==> src/rtl/uart_pkg.sv <==
// Shared UART definitions: frame constants, transmitter state encoding and parity helper.
// Imported by both the transmitter side and the matching receiver.
package uart_pkg;

    localparam int DATA_W       = 7;
    localparam int FRAME_BITS   = 10;
    localparam int CLKS_PER_BIT = 1736;

    typedef enum logic [2:0] {
        ST_IDLE,
        ST_START,
        ST_DATA,
        ST_PARITY,
        ST_STOP
    } uart_tx_state_t;

    // Even parity: returned bit makes the total number of ones even.
    function automatic logic even_parity(input logic [DATA_W-1:0] data);
        return ^data;
    endfunction

endpackage

==> src/rtl/uart_tx_serializer.sv <==
// Frame sequencer: start bit, data bits LSB-first, even parity, stop bit.
// The data word must stay stable from the load pulse until the frame ends.
module uart_tx_serializer
    import uart_pkg::*;
#(
    parameter int CLKS_PER_BIT = uart_pkg::CLKS_PER_BIT
) (
    input  logic              clk,
    input  logic              rst,
    input  logic              load,
    input  logic [DATA_W-1:0] data,
    output logic              tx_line,
    output logic              busy,
    output logic              last_cycle
);

    localparam int               CNT_W    = $clog2(CLKS_PER_BIT);
    localparam logic [CNT_W-1:0] CNT_LAST = CNT_W'(CLKS_PER_BIT - 1);
    localparam logic [2:0]       BIT_LAST = 3'(DATA_W - 1);

    uart_tx_state_t   state_q;
    logic [CNT_W-1:0] cnt_q;
    logic [2:0]       bit_q;
    logic             tx_q;
    logic             busy_q;
    logic             baud_tc;

    assign baud_tc    = (cnt_q == CNT_LAST);
    // Lets the arbiter line up the next accept with the return to idle.
    assign last_cycle = (state_q == ST_STOP) && baud_tc;
    assign tx_line    = tx_q;
    assign busy       = busy_q;

    always_ff @(posedge clk) begin
        if (rst) begin
            state_q <= ST_IDLE;
            cnt_q   <= '0;
            bit_q   <= '0;
            tx_q    <= 1'b1;
            busy_q  <= 1'b0;
        end else begin
            if (state_q != ST_IDLE) begin
                cnt_q <= baud_tc ? '0 : cnt_q + 1'b1;
            end
            case (state_q)
                ST_IDLE: begin
                    if (load) begin
                        state_q <= ST_START;
                        tx_q    <= 1'b0;
                        busy_q  <= 1'b1;
                    end
                end
                ST_START: begin
                    if (baud_tc) begin
                        state_q <= ST_DATA;
                        bit_q   <= '0;
                        tx_q    <= data[0];
                    end
                end
                ST_DATA: begin
                    if (baud_tc) begin
                        if (bit_q == BIT_LAST) begin
                            state_q <= ST_PARITY;
                            tx_q    <= even_parity(data);
                        end else begin
                            bit_q <= bit_q + 3'd1;
                            tx_q  <= data[bit_q + 3'd1];
                        end
                    end
                end
                ST_PARITY: begin
                    if (baud_tc) begin
                        state_q <= ST_STOP;
                        tx_q    <= 1'b1;
                    end
                end
                ST_STOP: begin
                    if (baud_tc) begin
                        state_q <= ST_IDLE;
                        busy_q  <= 1'b0;
                    end
                end
                default: begin
                    state_q <= ST_IDLE;
                    tx_q    <= 1'b1;
                    busy_q  <= 1'b0;
                end
            endcase
        end
    end

endmodule

==> src/rtl/uart_tx_arbiter.sv <==
// Round-robin sharing of one UART transmit line between NUM_REQ requesters.
// Selects, latches the granted word and pulses req_ready; the serializer sends the frame.
module uart_tx_arbiter
    import uart_pkg::*;
#(
    parameter int NUM_REQ      = 4,
    parameter int DATA_W       = uart_pkg::DATA_W,
    parameter int CLKS_PER_BIT = uart_pkg::CLKS_PER_BIT
) (
    input  logic                        clk,
    input  logic                        rst,
    input  logic [NUM_REQ-1:0]          req_valid,
    input  logic [NUM_REQ*DATA_W-1:0]   req_data,
    output logic [NUM_REQ-1:0]          req_ready,
    output logic                        tx_line,
    output logic                        busy,
    output logic [$clog2(NUM_REQ)-1:0]  grant_id
);

    localparam int              ID_W    = $clog2(NUM_REQ);
    localparam logic [ID_W-1:0] ID_LAST = ID_W'(NUM_REQ - 1);

    logic [DATA_W-1:0]  req_word [NUM_REQ];
    logic [NUM_REQ-1:0] ready_q, ready_d;
    logic [ID_W-1:0]    grant_q, grant_d;
    logic [ID_W-1:0]    last_q, last_d;
    logic [DATA_W-1:0]  word_q, word_d;
    logic               sel_found;
    logic [ID_W-1:0]    sel_idx;
    logic               ser_busy;
    logic               ser_last;
    logic               can_accept;

    generate
        for (genvar gi = 0; gi < NUM_REQ; gi++) begin : g_word
            assign req_word[gi] = req_data[gi*DATA_W +: DATA_W];
        end
    endgenerate

    // Accepting during the final stop cycle gives the 10*CLKS_PER_BIT+1 back-to-back period.
    assign can_accept = (!ser_busy || ser_last) && (ready_q == '0);

    // Scan downward in distance so the nearest valid index after last_q wins.
    always_comb begin
        sel_found = 1'b0;
        sel_idx   = '0;
        for (int k = NUM_REQ; k >= 1; k--) begin
            if (req_valid[(int'(last_q) + k) % NUM_REQ]) begin
                sel_found = 1'b1;
                sel_idx   = ID_W'((int'(last_q) + k) % NUM_REQ);
            end
        end
    end

    always_comb begin
        ready_d = '0;
        grant_d = grant_q;
        last_d  = last_q;
        word_d  = word_q;
        if (can_accept && sel_found) begin
            ready_d[sel_idx] = 1'b1;
            grant_d          = sel_idx;
            last_d           = sel_idx;
            word_d           = req_word[sel_idx];
        end
    end

    always_ff @(posedge clk) begin
        if (rst) begin
            ready_q <= '0;
            grant_q <= '0;
            last_q  <= ID_LAST;
            word_q  <= '0;
        end else begin
            ready_q <= ready_d;
            grant_q <= grant_d;
            last_q  <= last_d;
            word_q  <= word_d;
        end
    end

    uart_tx_serializer #(
        .CLKS_PER_BIT (CLKS_PER_BIT)
    ) u_serializer (
        .clk        (clk),
        .rst        (rst),
        .load       (|ready_q),
        .data       (word_q),
        .tx_line    (tx_line),
        .busy       (ser_busy),
        .last_cycle (ser_last)
    );

    assign req_ready = ready_q;
    assign busy      = ser_busy;
    assign grant_id  = grant_q;

endmodule

==> config.mk <==
export PLATFORM = sky130hd
export DESIGN_NAME = uart_tx_arbiter
export DESIGN_NICKNAME = d
export VERILOG_FILES = /design/src/rtl/uart_pkg.sv /design/src/rtl/uart_tx_serializer.sv /design/src/rtl/uart_tx_arbiter.sv
export SDC_FILE = /design/constraint.sdc
export NUM_CORES = 1
export LEC_CHECK = 0
export BUFFER_PORTS_ARGS = -buffer_cell sky130_fd_sc_hd__buf_2
export CAP_MARGIN = 20
export CORE_ASPECT_RATIO = 0.7
export CORE_UTILIZATION = 54
export DETAILED_ROUTE_END_ITERATION = 10
export PLACE_DENSITY = 0.87
export SYNTH_ARGS = -nofsm -noshare
export SYNTH_HDL_FRONTEND = slang
export SYNTH_SLANG_ARGS = --single-unit
==> constraint.sdc <==
create_clock -name clk -period 2.55 [get_ports clk]
set_input_delay 0.3825 -clock clk [delete_from_list [all_inputs] [get_ports clk]]
set_output_delay 0.3825 -clock clk [all_outputs]
set_load 0.005 [all_outputs]
# After elaboration in Yosys (flattened, before gate mapping)

Cells that the tools add are included.

Output and inout port bits: 8
Bits in registers: 34
Input port bits: 34
Word-level logic and storage cells: 113

Bitwise gates (word level): 8
Mux-type cells: 47
$add $sub $neg: 6
Reductions and logical operators: 22
Equality and inequality tests: 13
$lt $le $gt $ge: 8

Operators by type and width:

| operator                                                    | count |
|---|---|
| 2-to-1 mux 3 bit                                            | 8 |
| 2-to-1 mux 1 bit                                            | 21 |
| less-than comparator 3 x 4 -> 1 bit (second input constant) | 5 |
| case mux 3 bit (5 select lines)                             | 1 |
| binary-select mux 7 bit (select 2 bit)                      | 1 |
| 2-to-1 mux 7 bit                                            | 2 |
| inequality test 2 x 1 -> 1 bit (second input constant)      | 6 |
| adder 11 x 1 -> 11 bit (second input constant)              | 1 |
| == test 11 bit (second input constant)                      | 1 |
| 2-to-1 mux 11 bit                                           | 1 |
| OR reduction 2 bit                                          | 5 |
| binary-select mux 1 bit (select 2 bit)                      | 4 |
| 2-to-1 mux 2 bit                                            | 4 |
| XOR reduction 7 bit                                         | 1 |
| == test 3 x 2 -> 1 bit (second input constant)              | 2 |
| == test 3 bit (second input constant)                       | 2 |
| case mux 3 bit (2 select lines)                             | 1 |
| AND reduction 6 bit                                         | 1 |
| case mux 1 bit (5 select lines)                             | 1 |
| AND reduction 5 bit                                         | 1 |
| adder 2 x 1 -> 2 bit (second input constant)                | 2 |
| adder 2 bit (second input constant)                         | 2 |
| AND 1 bit (first input constant)                            | 4 |
| logical AND 1 bit                                           | 4 |
| other kinds (21)                                            | 23 |

# Longest topological paths before layout

Depth in word-level cells: 14
Depth in mapped cells: 7
Depth with buffers taken out: 6

# Hierarchy

A second synthesis with hierarchy kept.

Cell total of the unflattened synthesis: 216
Area, all modules: 1981.9 µm²

Modules (own cells, without submodules):

| module             | area an instance (µm²) | seq. area each (µm²) | instances | cells an instance |
|---|---|---|---|---|
| uart_tx_serializer | 1163.6                 | 380.4                | 1         | 136 |
| uart_tx_arbiter    | 818.3                  | 300.3                | 1         | 80 |

# Worst setup path before layout

OpenSTA, ideal clock, no wires.

Path kind: in2reg
Start point: input port req_valid[0]
End point: register word_q[0]
Arrival: 1.784 ns
Setup slack: 0.649 ns
Data required time: 2.433 ns
Setup time: 0.117 ns
Stages on the path: 6
Buffers on the path: 1
Cell sequence: nor2_1 o22ai_1 a311oi_2 buf_6 mux4_2 a22o_1

Cells in the longest elaborated chain, start to end: 11
Elaborated cells on any way between the ends: 25
Classes of those cells: mux: 23; bitwise: 1; reduce/logical: 1

Ends and longest elaborated chain:

| item                                                | RTL line              | text |
|---|---|---|
| start, declared                                     | uart_tx_arbiter.sv:12 | `input logic [NUM_REQ-1:0] req_valid,` |
| binary-select mux 1 bit (select 2 bit)              | uart_tx_arbiter.sv:48 | `if (req_valid[(int'(last_q) + k) % NUM_REQ]) begin` |
| 2-to-1 mux 1 bit (not written as such) (2 in a row) | uart_tx_arbiter.sv:48 |  |
| 2-to-1 mux 2 bit (4 in a row)                       | uart_tx_arbiter.sv:48 |  |
| inverter 2 -> 3 bit (not written as such)           | uart_tx_arbiter.sv:64 | `word_d = req_word[sel_idx];` |
| binary-select mux 7 bit (select 2 bit)              | uart_tx_arbiter.sv:64 |  |
| 2-to-1 mux 7 bit (not written as such) (2 in a row) | uart_tx_arbiter.sv:64 |  |
| end signal, assigned                                | uart_tx_arbiter.sv:78 | `word_q <= word_d;` |
| end, declared                                       | uart_tx_arbiter.sv:27 | `logic [DATA_W-1:0] word_q, word_d;` |

Several ways; a longest one is shown, not always the timed one. The select of a mux whose other input is x is not followed.
A chain may end at the register's enable or synchronous reset.

# Worst setup path in the final report

Start point: register u_serializer.cnt_q[0]
End point: register word_q[4]

Cells in the longest elaborated chain, start to end: 5

Ends and longest elaborated chain:

| item                   | RTL line                 | text |
|---|---|---|
| start, declared        | uart_tx_serializer.sv:22 | `logic [CNT_W-1:0] cnt_q;` |
| start signal, assigned | uart_tx_serializer.sv:43 | `cnt_q <= baud_tc ? '0 : cnt_q + 1'b1;` |
| == test 11 bit         | uart_tx_serializer.sv:28 | `assign baud_tc = (cnt_q == CNT_LAST);` |
| logical AND 1 bit      | uart_tx_serializer.sv:30 | `assign last_cycle = (state_q == ST_STOP) && baud_tc;` |
| logical OR 1 bit       | uart_tx_arbiter.sv:41    | `assign can_accept = (!ser_busy \|\| ser_last) && (ready_q == '0);` |
| logical AND 1 bit      | uart_tx_arbiter.sv:41    |  |
| logical AND 1 bit      | uart_tx_arbiter.sv:60    | `if (can_accept && sel_found) begin` |

No other way between the ends.

==> summary.txt <==
Floorplanning
  – Die Span Y: 51.9 um
  – Core Area: 3280 um^2
  – Die area: approximately 3800 um^2
  – Row cnt: 17
  – Die width: between 70 and 80 um
  – Number of top-level pins: 42
  – Effective utilization at floorplan: 58.6%

Synthesis
  – Synth Warn #: 0
  – Area leader, netlist: dfxtp_1
  – Yosys reg bits: 34
  – Syn Inst Count: about 200
  – Sequential area share after synthesis: 35.5%
  – Async SR Flop Fraction: 0%
  – Avg Cell Area, Syn: 9.64 um^2
  – Syn nets: ~240
  – Mapped cell area: 1920 um^2
  – Synth cell types: 47
  – Main flop type after synthesis: dfxtp_1
  – Dominant cells by area after synthesis: dfxtp_1 (35%), mux4_2 (9.4%), nor2_1 (4.9%)
  – Number of synthesized flops with an enable pin: 0
  – Share of the synthesized area in the top cell type: 35.5%

Global route
  – Vias in the first global route: approximately 1500
  – Initial antenna violation count: 0
  – First-pass GRT wire length: roughly 6600 um
  – Total GRT Usage: about a quarter
  – Aggregate global routing overflow: 0
  – Pin count of the biggest net entering global routing: 24

STA
  – Total negative slack: 0 ns
  – Final setup margin: roughly 0.45 ns
  – RSZ-0062 raised after global routing: no
  – Final hold violations: 0
  – Slew Viols, Final: 0
  – Worst hold slack: 0.504 ns
  – Max Clk Rate: between 0.4 and 0.5 GHz
  – Worst Skew: 0.00330 ns
  – Min cycle time layout: approximately 2.1 ns
  – Relative slew slack: 59.6%
  – Worst Tran Pin Value: between 0.6 and 0.7 ns
  – Period utilization: roughly 82%
  – Final setup vio count: 0

Critical path
  – Bufs and invs on worst path: 0
  – Critical Path RT: around 2.8 ns
  – Critical Path, Cell by Cell: ha_1 -> and4bb_2 -> nand4_1 -> a221o_1 -> nor2_4 -> a22o_1
  – Crit path largest cell delay: 0.55 ns
  – CP Class: register to register
  – Highest-delay cell along the critical path: a221o_1
  – Top Family by Delay on Critical Path: compound AO/OA/AOI/OAI gates
  – Worst EP arrival: around 2.3 ns
  – Crit. End Element: register
  – Worst Path Max Fanout: 14
  – CP Launch Type: register

Detailed routing
  – Routed Antenna Nets: 0
  – Routed WL: 3980 um
  – Via/cell ratio: between 5 and 6
  – Avg WL per Cell: 14.0 um
  – DRT Pass-1 Iters: 4
  – Vias: ~1600
  – Detailed Route Iter0 Violations: 96
  – # DRC: 0

Layout
  – Area growth, synth to finish: 15.4%
  – Final Instance Area: between 2000 and 2500 um^2
  – N_diodes: 0
  – Final Util: around two thirds
  – Final #Nets: about 280
  – Layout cells sized above 1: between 20% and 30%
  – Commonest non-fill, non-tap cell in the layout: buf_2
  – Final cell count without fillers: roughly 280
  – Fillers: 256
  – Most frequent cells in the layout: buf_2 (41), dfxtp_1 (34), nor2_1 (25), nand2_1 (10)

Clock network
  – CTS Buffer Depth: 2
  – Root Buffer: clkbuf_8
  – Post_cts resized: 0
  – # clock sinks: 34
  – TritonCTS buffer count: 5
  – Post-CTS Setup Bufs: 0
  – H-tree Lvls: 2
  – Clock Latency Late Sink: 0.29 ns
  – Clk slew on worst S/H paths: roughly 0.06 ns
  – CTS Hold Buffers Added: 0
  – CTS tree: yes

Power and ir drop
  – Reg power frac: between 30% and 40%
  – Internal power: 1.40 mW
  – Clock power share: a little under a fifth
  – Leakage: about 0.92 nW
  – Maximum VDD drop: about 0.73 mV
  – Final Power: 2.14 mW
  – NetSw: between 0.7 and 0.8 mW
  – PwrDens: ~970 nW/um^2
  – Switching Fraction: between 30% and 40%
  – Comb pwr share: ~44%

Worst hold path
  – HP Class: register to register

Placement
  – Post-Place Cells: 278
  – Setup WS pre-CTS: approximately 0.45 ns
  – Placer congestion estimate: ~0.83
  – Port bufs: 41
  – HPWL Detailed: approximately 2800 um
  – DP Area: 2130 um^2

Status
  – Status: completed

Job
  – Total of max-cap violations: 0
## flip-flops by register name, indices dropped and copies added, names as in the netlist
signal and cells:
u_serializer.cnt_q 11, grant_id 2, u_serializer.busy 1, word_q 7
u_serializer.bit_q 3, last_q 2, req_ready 4, u_serializer.tx_line 1
u_serializer.state_q 3
## cell usage after synthesis, drive strengths merged, types with 2 or more instances
cell type	n
inv	5
nor3b	2
xnor2	7
mux4	8
buf	7
nor3	7
dfxtp	34
a21oi	8
nor2	26
a22o	7
or3b	2
nor2b	8
xnor3	2
nand4	6
nand2	10
nand2b	5
and4bb	2
or3	2
mux2i	8
and3	4
a31oi	3
o21ai	6
nand3	3
xor2	6
clkbuf	4
ha	3
## area by class of cell
cell class | count | area (um^2) | share of cell area [%]
well taps | 47 | 58.8 | 2.66
inverters | 5 | 18.8 | 0.848
clock buffers | 6 | 82.6 | 3.73
repair buffers | 43 | 220 | 9.95
flip-flops and latches | 34 | 681 | 30.8
multi-input cells | 149 | 1150 | 52.1
## tightest hold or removal path, delay by kind of cell (launching register included)
family	cells	cell delay [ns]
AO/OA/AOI/OAI	2	0.13
flip-flops	1	0.33
## routing by layer
metal | share of wire [%] | up-vias | global-route usage, % | wire length (um)
li1 | - | 800 | - | -
met1 | 50 | 759 | 33.1 | 1980
met2 | 42 | 59 | 33.3 | 1680
met3 | 6.0 | 10 | 5.62 | 239
met4 | 2.2 | 0 | 11.1 | 87
met5 | 0 | - | 0 | 0
## cells by family after synthesis
kind of cell	after synthesis	share of synthesized area, %
buf+inv	16	4.44
simple gates	81	23.1
mux	17	14.2
flops	34	35.5
compound gates	33	12.6
xor+xnor	15	8.28
fa+ha+maj	3	1.96
## power by group through the flow
stage	combinational (mW)	sequential [mW]	clock (mW)
3_5_place_dp	0.928	0.807	0
3_3_place_gp	0.910	0.802	0
2_1_floorplan	0.800	0.765	0
4_1_cts	0.946	0.796	0.400
5_1_grt	1.02	0.818	0.425
6_report	0.946	0.801	0.394
## final timing paths
| kind | slack [ns] | cells after the start | endpoint | from |
|---|---|---|---|---|
| min | 0.50 | 2 | u_serializer.cnt_q[8] | u_serializer.cnt_q[8] |
| max reg2reg | 0.45 | 6 | word_q[4] | u_serializer.cnt_q[0] |
| max | 0.45 | 6 | word_q[4] | u_serializer.cnt_q[0] |
| min reg2reg | 0.50 | 2 | u_serializer.cnt_q[8] | u_serializer.cnt_q[8] |
Power figures use the tool's default switching activity.
